[src/rtl/uart_prog_loader_if.sv]
// rtl/uart_prog_loader_if.sv - instruction-memory write bus between loader and imem
interface uart_prog_loader_if;
   logic        imem_we;
   logic [10:0] imem_waddr;
   logic [31:0] imem_wdata;

   modport master (output imem_we, output imem_waddr, output imem_wdata);
   modport slave  (input  imem_we, input  imem_waddr, input  imem_wdata);
endinterface

[src/rtl/uart_prog_loader.sv]
// rtl/uart_prog_loader.sv - UART program downloader writing 32-bit words into instruction memory
module uart_prog_loader #(
   parameter int BAUD_DIV  = 87,
   parameter int MAX_WORDS = 2048
) (
   input  logic                clk,
   input  logic                rst,
   input  logic                prog_en,
   input  logic                rx,
   output logic                tx,
   uart_prog_loader_if.master  imem,
   output logic                cpu_hold,
   output logic                load_done,
   output logic                load_err
);
   localparam int            CW       = $clog2(BAUD_DIV + 1);
   localparam logic [CW-1:0] BIT_END  = CW'(BAUD_DIV - 1);
   localparam logic [CW-1:0] HALF_END = CW'(BAUD_DIV / 2 - 1);
   localparam logic [16:0]   MAXW     = 17'(MAX_WORDS);

   typedef enum logic [1:0] {R_IDLE, R_START, R_DATA, R_STOP} rx_state_t;
   typedef enum logic [2:0] {IDLE, LEN0, LEN1, DATA, DONE, ERR} ld_state_t;

   // rx_m/rx_s form the synchronizer; rx_d is the previous synchronized value for edge detection
   logic rx_m, rx_s, rx_d;

   // Synchronize the asynchronous rx line; flops idle high so reset never looks like a start bit
   always_ff @(posedge clk or posedge rst) begin
      if (rst) begin
         rx_m <= 1'b1;
         rx_s <= 1'b1;
         rx_d <= 1'b1;
      end else begin
         rx_m <= rx;
         rx_s <= rx_m;
         rx_d <= rx_s;
      end
   end

   rx_state_t     r_state, r_next;
   logic [CW-1:0] r_cnt;
   logic [2:0]    r_bit;
   logic [7:0]    r_shift;
   logic          r_tick, byte_valid, frame_err;

   assign r_tick = (r_cnt == BIT_END);

   // Receiver state register
   always_ff @(posedge clk or posedge rst) begin
      if (rst) r_state <= R_IDLE;
      else     r_state <= r_next;
   end

   // Receiver next state: start bit is re-checked at mid-bit to reject glitches
   always_comb begin
      r_next = r_state;
      case (r_state)
         R_IDLE:  if (rx_d && !rx_s) r_next = R_START;
         R_START: if (r_cnt == HALF_END) r_next = rx_s ? R_IDLE : R_DATA;
         R_DATA:  if (r_tick && r_bit == 3'd7) r_next = R_STOP;
         R_STOP:  if (r_tick) r_next = R_IDLE;
         default: r_next = R_IDLE;
      endcase
   end

   // Receiver outputs: one-cycle strobes at the stop-bit sample
   always_comb begin
      byte_valid = (r_state == R_STOP) && r_tick && rx_s;
      frame_err  = (r_state == R_STOP) && r_tick && !rx_s;
   end

   // Receiver bit timing and LSB-first shift register
   always_ff @(posedge clk or posedge rst) begin
      if (rst) begin
         r_cnt   <= '0;
         r_bit   <= '0;
         r_shift <= '0;
      end else begin
         if (r_state == R_IDLE || r_next != r_state || r_tick) r_cnt <= '0;
         else                                                   r_cnt <= r_cnt + CW'(1);
         if (r_state == R_IDLE) r_bit <= '0;
         if (r_state == R_DATA && r_tick) begin
            r_shift <= {rx_s, r_shift[7:1]};
            r_bit   <= r_bit + 3'd1;
         end
      end
   end

   ld_state_t   state, next;
   logic [15:0] n_words, w_cnt, len_full;
   logic [1:0]  b_cnt;
   logic [23:0] w_buf;
   logic [10:0] addr;
   logic [31:0] wdata_q;
   logic        we_q, take;
   logic        hold_next, enter_len0, enter_done, enter_err, write_fire;

   // A byte arriving while prog_en is low is dropped: abort wins
   assign take     = byte_valid && prog_en;
   assign len_full = {r_shift, n_words[7:0]};

   // Loader state register
   always_ff @(posedge clk or posedge rst) begin
      if (rst) state <= IDLE;
      else     state <= next;
   end

   // Loader next state
   always_comb begin
      next = state;
      case (state)
         IDLE: if (prog_en) next = LEN0;
         LEN0: begin
            if (!prog_en || frame_err) next = ERR;
            else if (take)             next = LEN1;
         end
         LEN1: begin
            if (!prog_en || frame_err) next = ERR;
            else if (take)
               next = (len_full == 16'd0 || {1'b0, len_full} > MAXW) ? ERR : DATA;
         end
         DATA: begin
            if (!prog_en || frame_err)                  next = ERR;
            else if (we_q && (w_cnt + 16'd1 == n_words)) next = DONE;
         end
         DONE: if (!prog_en) next = IDLE;
         ERR:  if (!prog_en) next = IDLE;
         default: next = IDLE;
      endcase
   end

   // Loader decodes: transition strobes and the registered-output next values
   always_comb begin
      hold_next  = (next == LEN0) || (next == LEN1) || (next == DATA) || (next == ERR);
      enter_len0 = (state == IDLE) && (next == LEN0);
      enter_done = (state != DONE) && (next == DONE);
      enter_err  = (state != ERR)  && (next == ERR);
      write_fire = (state == DATA) && (next == DATA) && take && (b_cnt == 2'd3);
   end

   // Loader datapath: length capture, word assembly, write strobe and status flags
   always_ff @(posedge clk or posedge rst) begin
      if (rst) begin
         cpu_hold  <= 1'b0;
         load_done <= 1'b0;
         load_err  <= 1'b0;
         we_q      <= 1'b0;
         wdata_q   <= '0;
         addr      <= '0;
         w_cnt     <= '0;
         n_words   <= '0;
         b_cnt     <= '0;
         w_buf     <= '0;
      end else begin
         cpu_hold <= hold_next;
         we_q     <= write_fire;
         if (we_q) begin
            addr  <= addr + 11'd1;
            w_cnt <= w_cnt + 16'd1;
         end
         if (enter_len0) begin
            load_done <= 1'b0;
            load_err  <= 1'b0;
            addr      <= '0;
            w_cnt     <= '0;
            b_cnt     <= '0;
         end
         if (state == LEN0 && take) n_words[7:0]  <= r_shift;
         if (state == LEN1 && take) n_words[15:8] <= r_shift;
         if (state == DATA && next == DATA && take) begin
            case (b_cnt)
               2'd0:    w_buf[7:0]   <= r_shift;
               2'd1:    w_buf[15:8]  <= r_shift;
               2'd2:    w_buf[23:16] <= r_shift;
               default: w_buf        <= w_buf;
            endcase
            b_cnt <= b_cnt + 2'd1;
         end
         if (write_fire) wdata_q <= {r_shift, w_buf};
         if (enter_done) load_done <= 1'b1;
         if (enter_err)  load_err  <= 1'b1;
      end
   end

   assign imem.imem_we    = we_q;
   assign imem.imem_waddr = addr;
   assign imem.imem_wdata = wdata_q;

   logic          tx_busy, tx_q;
   logic [CW-1:0] t_cnt;
   logic [3:0]    t_left;
   logic [8:0]    t_shift;

   // Ack transmitter: start bit then 9 shifts (8 data + stop); requests while busy are dropped
   always_ff @(posedge clk or posedge rst) begin
      if (rst) begin
         tx_busy <= 1'b0;
         tx_q    <= 1'b1;
         t_cnt   <= '0;
         t_left  <= '0;
         t_shift <= '0;
      end else if (!tx_busy) begin
         if (enter_done || enter_err) begin
            tx_busy <= 1'b1;
            tx_q    <= 1'b0;
            t_shift <= {1'b1, (enter_done ? 8'h4F : 8'h45)};
            t_left  <= 4'd9;
            t_cnt   <= '0;
         end
      end else if (t_cnt == BIT_END) begin
         t_cnt <= '0;
         if (t_left == 4'd0) tx_busy <= 1'b0;
         else begin
            tx_q    <= t_shift[0];
            t_shift <= {1'b0, t_shift[8:1]};
            t_left  <= t_left - 4'd1;
         end
      end else begin
         t_cnt <= t_cnt + CW'(1);
      end
   end

   assign tx = tx_q;
endmodule

[src/flat_wrapper.sv]
// flat-port wrapper written by rule: the top's interface ports become plain ports
module uart_prog_loader_flat 
#(
   parameter int BAUD_DIV  = 87,
   parameter int MAX_WORDS = 2048
)
  (clk, rst, prog_en, rx, tx, cpu_hold, load_done, load_err, imem_imem_we, imem_imem_waddr, imem_imem_wdata);
  uart_prog_loader_if imem_i ();
  input  logic clk;
  input  logic rst;
  input  logic prog_en;
  input  logic rx;
  output logic tx;
  output logic cpu_hold;
  output logic load_done;
  output logic load_err;
  output wire logic [$bits(imem_i.imem_we)-1:0] imem_imem_we;
  output wire logic [$bits(imem_i.imem_waddr)-1:0] imem_imem_waddr;
  output wire logic [$bits(imem_i.imem_wdata)-1:0] imem_imem_wdata;
  assign imem_imem_we = imem_i.imem_we;
  assign imem_imem_waddr = imem_i.imem_waddr;
  assign imem_imem_wdata = imem_i.imem_wdata;
  uart_prog_loader #(.BAUD_DIV(BAUD_DIV), .MAX_WORDS(MAX_WORDS)) u_core (.clk(clk), .rst(rst), .prog_en(prog_en), .rx(rx), .tx(tx), .imem(imem_i), .cpu_hold(cpu_hold), .load_done(load_done), .load_err(load_err));
endmodule
[config.mk]
export PLATFORM = sky130hd
export DESIGN_NAME = uart_prog_loader_flat
export DESIGN_NICKNAME = d
export VERILOG_FILES = /design/src/rtl/uart_prog_loader_if.sv /design/src/rtl/uart_prog_loader.sv /design/src/flat_wrapper.sv
export SDC_FILE = /design/constraint.sdc
export NUM_CORES = 1
export LEC_CHECK = 0
export CAP_MARGIN = 20
export CORE_MARGIN = 8
export CORE_UTILIZATION = 40
export DETAILED_ROUTE_END_ITERATION = 8
export DONT_BUFFER_PORTS = 1
export PLACE_DENSITY = 0.66
export SLEW_MARGIN = 20
export SYNTH_ARGS = -nofsm -noshare
export SYNTH_HDL_FRONTEND = slang
export SYNTH_SLANG_ARGS = --single-unit
[constraint.sdc]
create_clock -name clk -period 7.1 [get_ports clk]
set_input_delay 1.42 -clock clk [delete_from_list [all_inputs] [get_ports clk]]
set_output_delay 1.42 -clock clk [all_outputs]
set_load 0.05 [all_outputs]
* Yosys cells after proc, flatten, opt, wreduce, memory -nomap -nowiden
Cells that the tools add are included.
W data, S select, Z words.
** Word-level totals
- Register bits :: 153
- Bits in latches :: 0
- Bits in writable memories :: 0
- Memory bits (read-only) :: 0
- Bits of input ports :: 4
- Output and inout port bits :: 48
- Word-level logic and storage cells :: 150
- Memories kept :: 0
** Operators by class
- Add/subtract/negate cells :: 7
- Multipliers :: 0
- Div/mod/pow operators :: 0
- Magnitude comparators :: 1
- Eq/ne operators :: 26
- Shift operators :: 0
- Multiplexer cells :: 48
- Bitwise operators :: 0
- Reductions and logical operators :: 42
** Operator list (number)
- $mux W9 :: 4
- $mux W3 :: 11
- $mux W16 :: 2
- $mux W7 :: 4
- $mux W11 :: 2
- $mux W4 :: 5
- $add A16 B1 Y16 const B :: 1
- $eq A16 B16 Y1 :: 1
- $gt A16 B12 Y1 const B :: 1
- $logic_and A1 B1 Y1 :: 16
- $logic_not A16 Y1 :: 1
- $eq A3 B3 Y1 const B :: 5
- $pmux W3 S5 :: 1
- $add A7 B1 Y7 const B :: 2
- $eq A7 B7 Y1 const B :: 2
- $mux W2 :: 7
- $eq A3 B2 Y1 const B :: 4
- $reduce_bool A2 Y1 :: 6
- $add A11 B1 Y11 const B :: 1
- $mux W1 :: 11
- $eq A2 B2 Y1 const B :: 4
- $logic_or A1 B1 Y1 :: 8
- $pmux W2 S4 :: 1
- $eq A7 B6 Y1 const B :: 1
- other kinds (15) :: 23

* Depth between registers and ports, before layout
- Depth in word-level cells :: 12
- Gate-level depth with buffers :: 11
- Gate-level depth less buffers :: 9

* Worst setup path after synthesis
No wires, ideal clock.
- Kind :: input to register
- Start :: input port prog_en
- End :: register u_core.t_cnt[6]
- Library setup time :: 0.126 ns
- Arrival time :: 3.374 ns
- Required time :: 6.974 ns
- Path slack :: 3.600 ns
- Cell stages on the path :: 9
- Buffers on the path :: 2
- Cell sequence :: clkbuf_1 > nand3_1 > nor4_4 > o31ai_1 > a31oi_1 > o22ai_1 > o31a_1 > buf_6 > a311o_1
** Between the ends
- Longest elaborated chain between the ends :: 8
- Elaborated cells on any way between the ends :: 17
- Those cells by class :: 2 x eq/ne; 8 x mux; 7 x reduce/logical
** RTL lines
- start, declared :: line flat_wrapper.sv:11 : input logic prog_en;
- $logic_and A1 B1 Y1 or $logic_not A1 Y1 (tied branches)
- $mux W3 (tied with other cells) :: line uart_prog_loader.sv:119 : else if (take)
- $mux W3 (on tied branches) :: line uart_prog_loader.sv:118, uart_prog_loader.sv:114, uart_prog_loader.sv:123
- $pmux W3 S5 * :: line uart_prog_loader.sv:111 : case (state)
- $eq A3 B3 Y1 (on tied branches) :: line uart_prog_loader.sv:136, uart_prog_loader.sv:137
- $logic_and A1 B1 Y1 (on tied branches) :: line uart_prog_loader.sv:136, uart_prog_loader.sv:137
- $logic_or A1 B1 Y1 * :: line uart_prog_loader.sv:203 : if (enter_done || enter_err) begin
- $reduce_bool A2 Y1 (no source line) *
- end signal, assigned :: line uart_prog_loader.sv:219 : t_cnt <= t_cnt + CW'(1);
- end, declared :: line uart_prog_loader.sv:190 : logic [CW-1:0] t_cnt;
Every way passes the cells marked *; elsewhere a longest branch is shown, timed or not.
A chain may end at the register's enable or synchronous reset.

* Worst setup path in the final report
- Start :: register u_core.w_cnt[0]
- End :: register u_core.wdata_q[26] (netlist: u_core.imem.imem_wdata[26])
** Between the ends
- Longest elaborated chain between the ends :: 10
** RTL lines
- start, declared :: line uart_prog_loader.sv:90 : logic [15:0] n_words, w_cnt, len_full;
- start signal, assigned :: line uart_prog_loader.sv:159 : w_cnt <= w_cnt + 16'd1;
- $add A16 B1 Y16 :: line uart_prog_loader.sv:124 : else if (we_q && (w_cnt + 16'd1 == n_words)) next = DONE;
- $eq A16 B16 Y1 :: line uart_prog_loader.sv:124
- $logic_and A1 B1 Y1 :: line uart_prog_loader.sv:124
- $mux W3 :: line uart_prog_loader.sv:124
- $mux W3 :: line uart_prog_loader.sv:123 : if (!prog_en || frame_err) next = ERR;
- $pmux W3 S5 :: line uart_prog_loader.sv:111
- $eq A3 B2 Y1 :: line uart_prog_loader.sv:138 : write_fire = (state == DATA) && (next == DATA) && take && (b_cnt == 2'd3);
- $logic_and A1 B1 Y1 (3 in a row) :: line uart_prog_loader.sv:138
- end signal, assigned :: line uart_prog_loader.sv:179 : if (write_fire) wdata_q <= {r_shift, w_buf};
- end, declared :: line uart_prog_loader.sv:94 : logic [31:0] wdata_q;
Every way passes these cells.

==> impl_metrics.json <==
{
  "status": "finished, final reports clean",
  "synth.most_common_cell": "dfrtp_1",
  "hold_depth": 0,
  "critPathTopFamily": "simple AND/OR/NAND/NOR gates",
  "period_needed_ns": 3.38,
  "relSlewSlack_pct": 42.4,
  "clk_path_buf_depth": 2,
  "yosysWarnings": 0,
  "postRouteAntennaNets": 0,
  "cts.htree.levels": 4,
  "layout_setup_ws_ns": 3.72,
  "async_reset_ff_share_pct": 100,
  "avgSynthCellArea_sq_um": 11.7,
  "antenna_found_initial": 0,
  "end_kind": "register",
  "avgRoutedWirePerCell_um": 17.3,
  "ff2ff_path_depth": 8,
  "ys_ff_latch": 153,
  "clock.fmax_mhz": 296,
  "fin_tns_setup_ns": 0,
  "drv_cap": 0,
  "track_usage_pct": 13.8,
  "root_buffer": "clkbuf_16",
  "die_x_um": 152,
  "drt_iter0_drc": 303,
  "critPathRequiredTime_ns": 7.42,
  "clkTransAtPathRegs_ns": 0.07,
  "hp-class": "register to register",
  "rsz0062_at_grt": "false",
  "die_y_um": 152,
  "cts_num_sinks": 153,
  "power.leakage_nw": 3.78,
  "synth_edf_count": 0,
  "seq_area_frac_synth_pct": 52.2,
  "total_power_mw": 2.04,
  "synth_top_area_share_pct": 50.8,
  "area_delta_synth_final_pct": 10.8,
  "hold_buffers": 0,
  "crit_buf_inv": 0,
  "ios": 52,
  "grt_pass1_vias": 4855,
  "p_per_area_nw_per_um2": 250,
  "grt_start_max_net_pins": 83,
  "setup_viol": 0,
  "vias": 4686,
  "hold_violations": 0,
  "layout.nets": 636,
  "cts_made_buffers": 17,
  "place_ws_ns": 3.26,
  "wl_um": 14900,
  "period_share_pct": 47.7,
  "maxSlewViolCount": 0,
  "diodes": 0,
  "clock_latency_ns": 0.44,
  "dieArea_sq_um": 23000,
  "cp_cell_sequence": "ha_1, nand2_2, nor3_4, mux2_2, a31oi_1, o2111ai_2, nand4_4, mux2_2",
  "grt_pass1_wl_um": 25000,
  "syn_area_sq_um": 7350,
  "worst_path_most_repeated_cell": "mux2_2",
  "hpwlAfterDp_um": 9960,
  "path_class": "register to register",
  "via_per_inst": 5.44,
  "synth_area_leaders": "dfrtp_1 (51%), mux2_2 (12%), xnor2_1 (3.3%)",
  "cts_tree": "built",
  "placement.io_buffers": 0,
  "vdd.ir_drop.worst_mv": 0.196,
  "synthTopCellsByCount": "dfrtp_1 (149), mux2_2 (79), nor2_1 (64)",
  "slowest_delay_ns": 0.73,
  "cp_num_cells": 8,
  "routabilityCongestion": 0.821,
  "layout-drive-gt1-share_pct": 23.3,
  "drc": 0,
  "drt_first_pass_iters": 4,
  "cts_resized": 0,
  "critPathSlowestCell": "o2111ai_2",
  "floorplan.initialDensity_pct": 40.9,
  "finalClockSkew_ns": 0.0180,
  "fillCellCount": 1616,
  "num_rows": 49,
  "post_cts_buffers": 0,
  "synthDistinctLibCells": 67,
  "core_area_sq_um": 18000,
  "synth_nets": 644,
  "yosys.area.top_type": "dfrtp_1",
  "start_kind": "register",
  "grt.overflow.total": 0,
  "cp.arrival_ns": 3.71,
  "max_slew.worst_pin.slew_ns": 0.863,
  "path_max_fanout": 32,
  "synth_ff_type": "dfrtp_1",
  "syn_inst": 627
}
## registers in the layout, indices dropped and copies added, names as in the netlist, 2 cells and up
name                    count
u_core.imem.imem_waddr     11
u_core.t_shift              9
u_core.w_cnt               16
u_core.w_buf               24
u_core.r_shift              8
u_core.r_state              2
u_core.imem.imem_wdata     32
u_core.n_words             16
u_core.t_cnt                7
u_core.t_left               4
u_core.r_bit                3
u_core.b_cnt                2
u_core.r_cnt                7
u_core.state                3
## through the flow
step | hold slack, ns | util (%) | instances | cell area [sq um]
floorplan | 0.345 | - | 627 | 7350
global placement | 0.347 | 41.8 | 829 | 7500
detailed placement | 0.350 | 41.8 | 829 | 7500
CTS | 0.360 | 45.2 | 861 | 8130
global route | 0.366 | 45.3 | 861 | 8140
finish | 0.359 | 45.3 | 861 | 8140
## path summary, 6_finish.rpt
| check | startpoint | to | slack [ns] |
|---|---|---|---|
| setup / recovery | u_core.w_cnt[0] | u_core.imem.imem_wdata[26] | 3.72 |
| min in group asynchronous | rst | u_core.r_state[0] | 0.93 |
| hold reg to reg | u_core.rx_m | u_core.rx_s | 0.36 |
| hold / removal | u_core.rx_m | u_core.rx_s | 0.36 |
| max in group asynchronous | rst | u_core.w_cnt[5] | 4.99 |
| setup reg to reg | u_core.w_cnt[0] | u_core.imem.imem_wdata[26] | 3.72 |
## cell usage in the layout, fill, tap and decap left out, drive strengths merged, types with 13 or more instances in the layout
cell type  count
dfrtp        149
mux2          82
nor2          65
nand2         39
xnor2         28
inv           26
xor2          24
o21ai         19
clkbuf        17
nand4         17
a21oi         16
nand3         16
ha            13
## layer usage
metal / up-vias / GRT usage, % / share of wire, % / wire length [um]
li1: 2200 / - / - / -
met1: 2382 / 16.5 / 44 / 6530
met2: 80 / 22.4 / 48 / 7170
met3: 24 / 4.72 / 6.2 / 923
met4: 0 / 5.83 / 1.9 / 278
met5: - / 0 / 0 / 0
## kinds of logic (layout without fill, tap and decap cells)
| family | count (synthesis) | count (layout) | synth area share, % |
|---|---|---|---|
| compound gates | 75 | 75 | 7.27 |
| xor+xnor | 52 | 52 | 6.20 |
| fa+ha+maj | 13 | 13 | 2.21 |
| buf+inv | 48 | 53 | 3.10 |
| flops | 153 | 153 | 52.2 |
| mux | 93 | 93 | 14.1 |
| simple gates | 193 | 193 | 14.9 |
## layout make-up
cell class	instances	area [sq um]	share of cell area, %
tap	229	287	3.52
inverter	18	72.6	0.891
sequential	153	3830	47.1
multi-input combinational	426	3300	40.5
clock buffer	17	425	5.23
timing repair buffer	3	26.3	0.323
clock inverter	15	198	2.43
## power by group
part / total, mW / internal [mW] / switching [mW]
Clock: 0.933 / 0.511 / 0.422
Combinational: 0.145 / 0.0519 / 0.0929
Sequential: 0.961 / 0.899 / 0.0620
(Power assumes the default switching activity.)
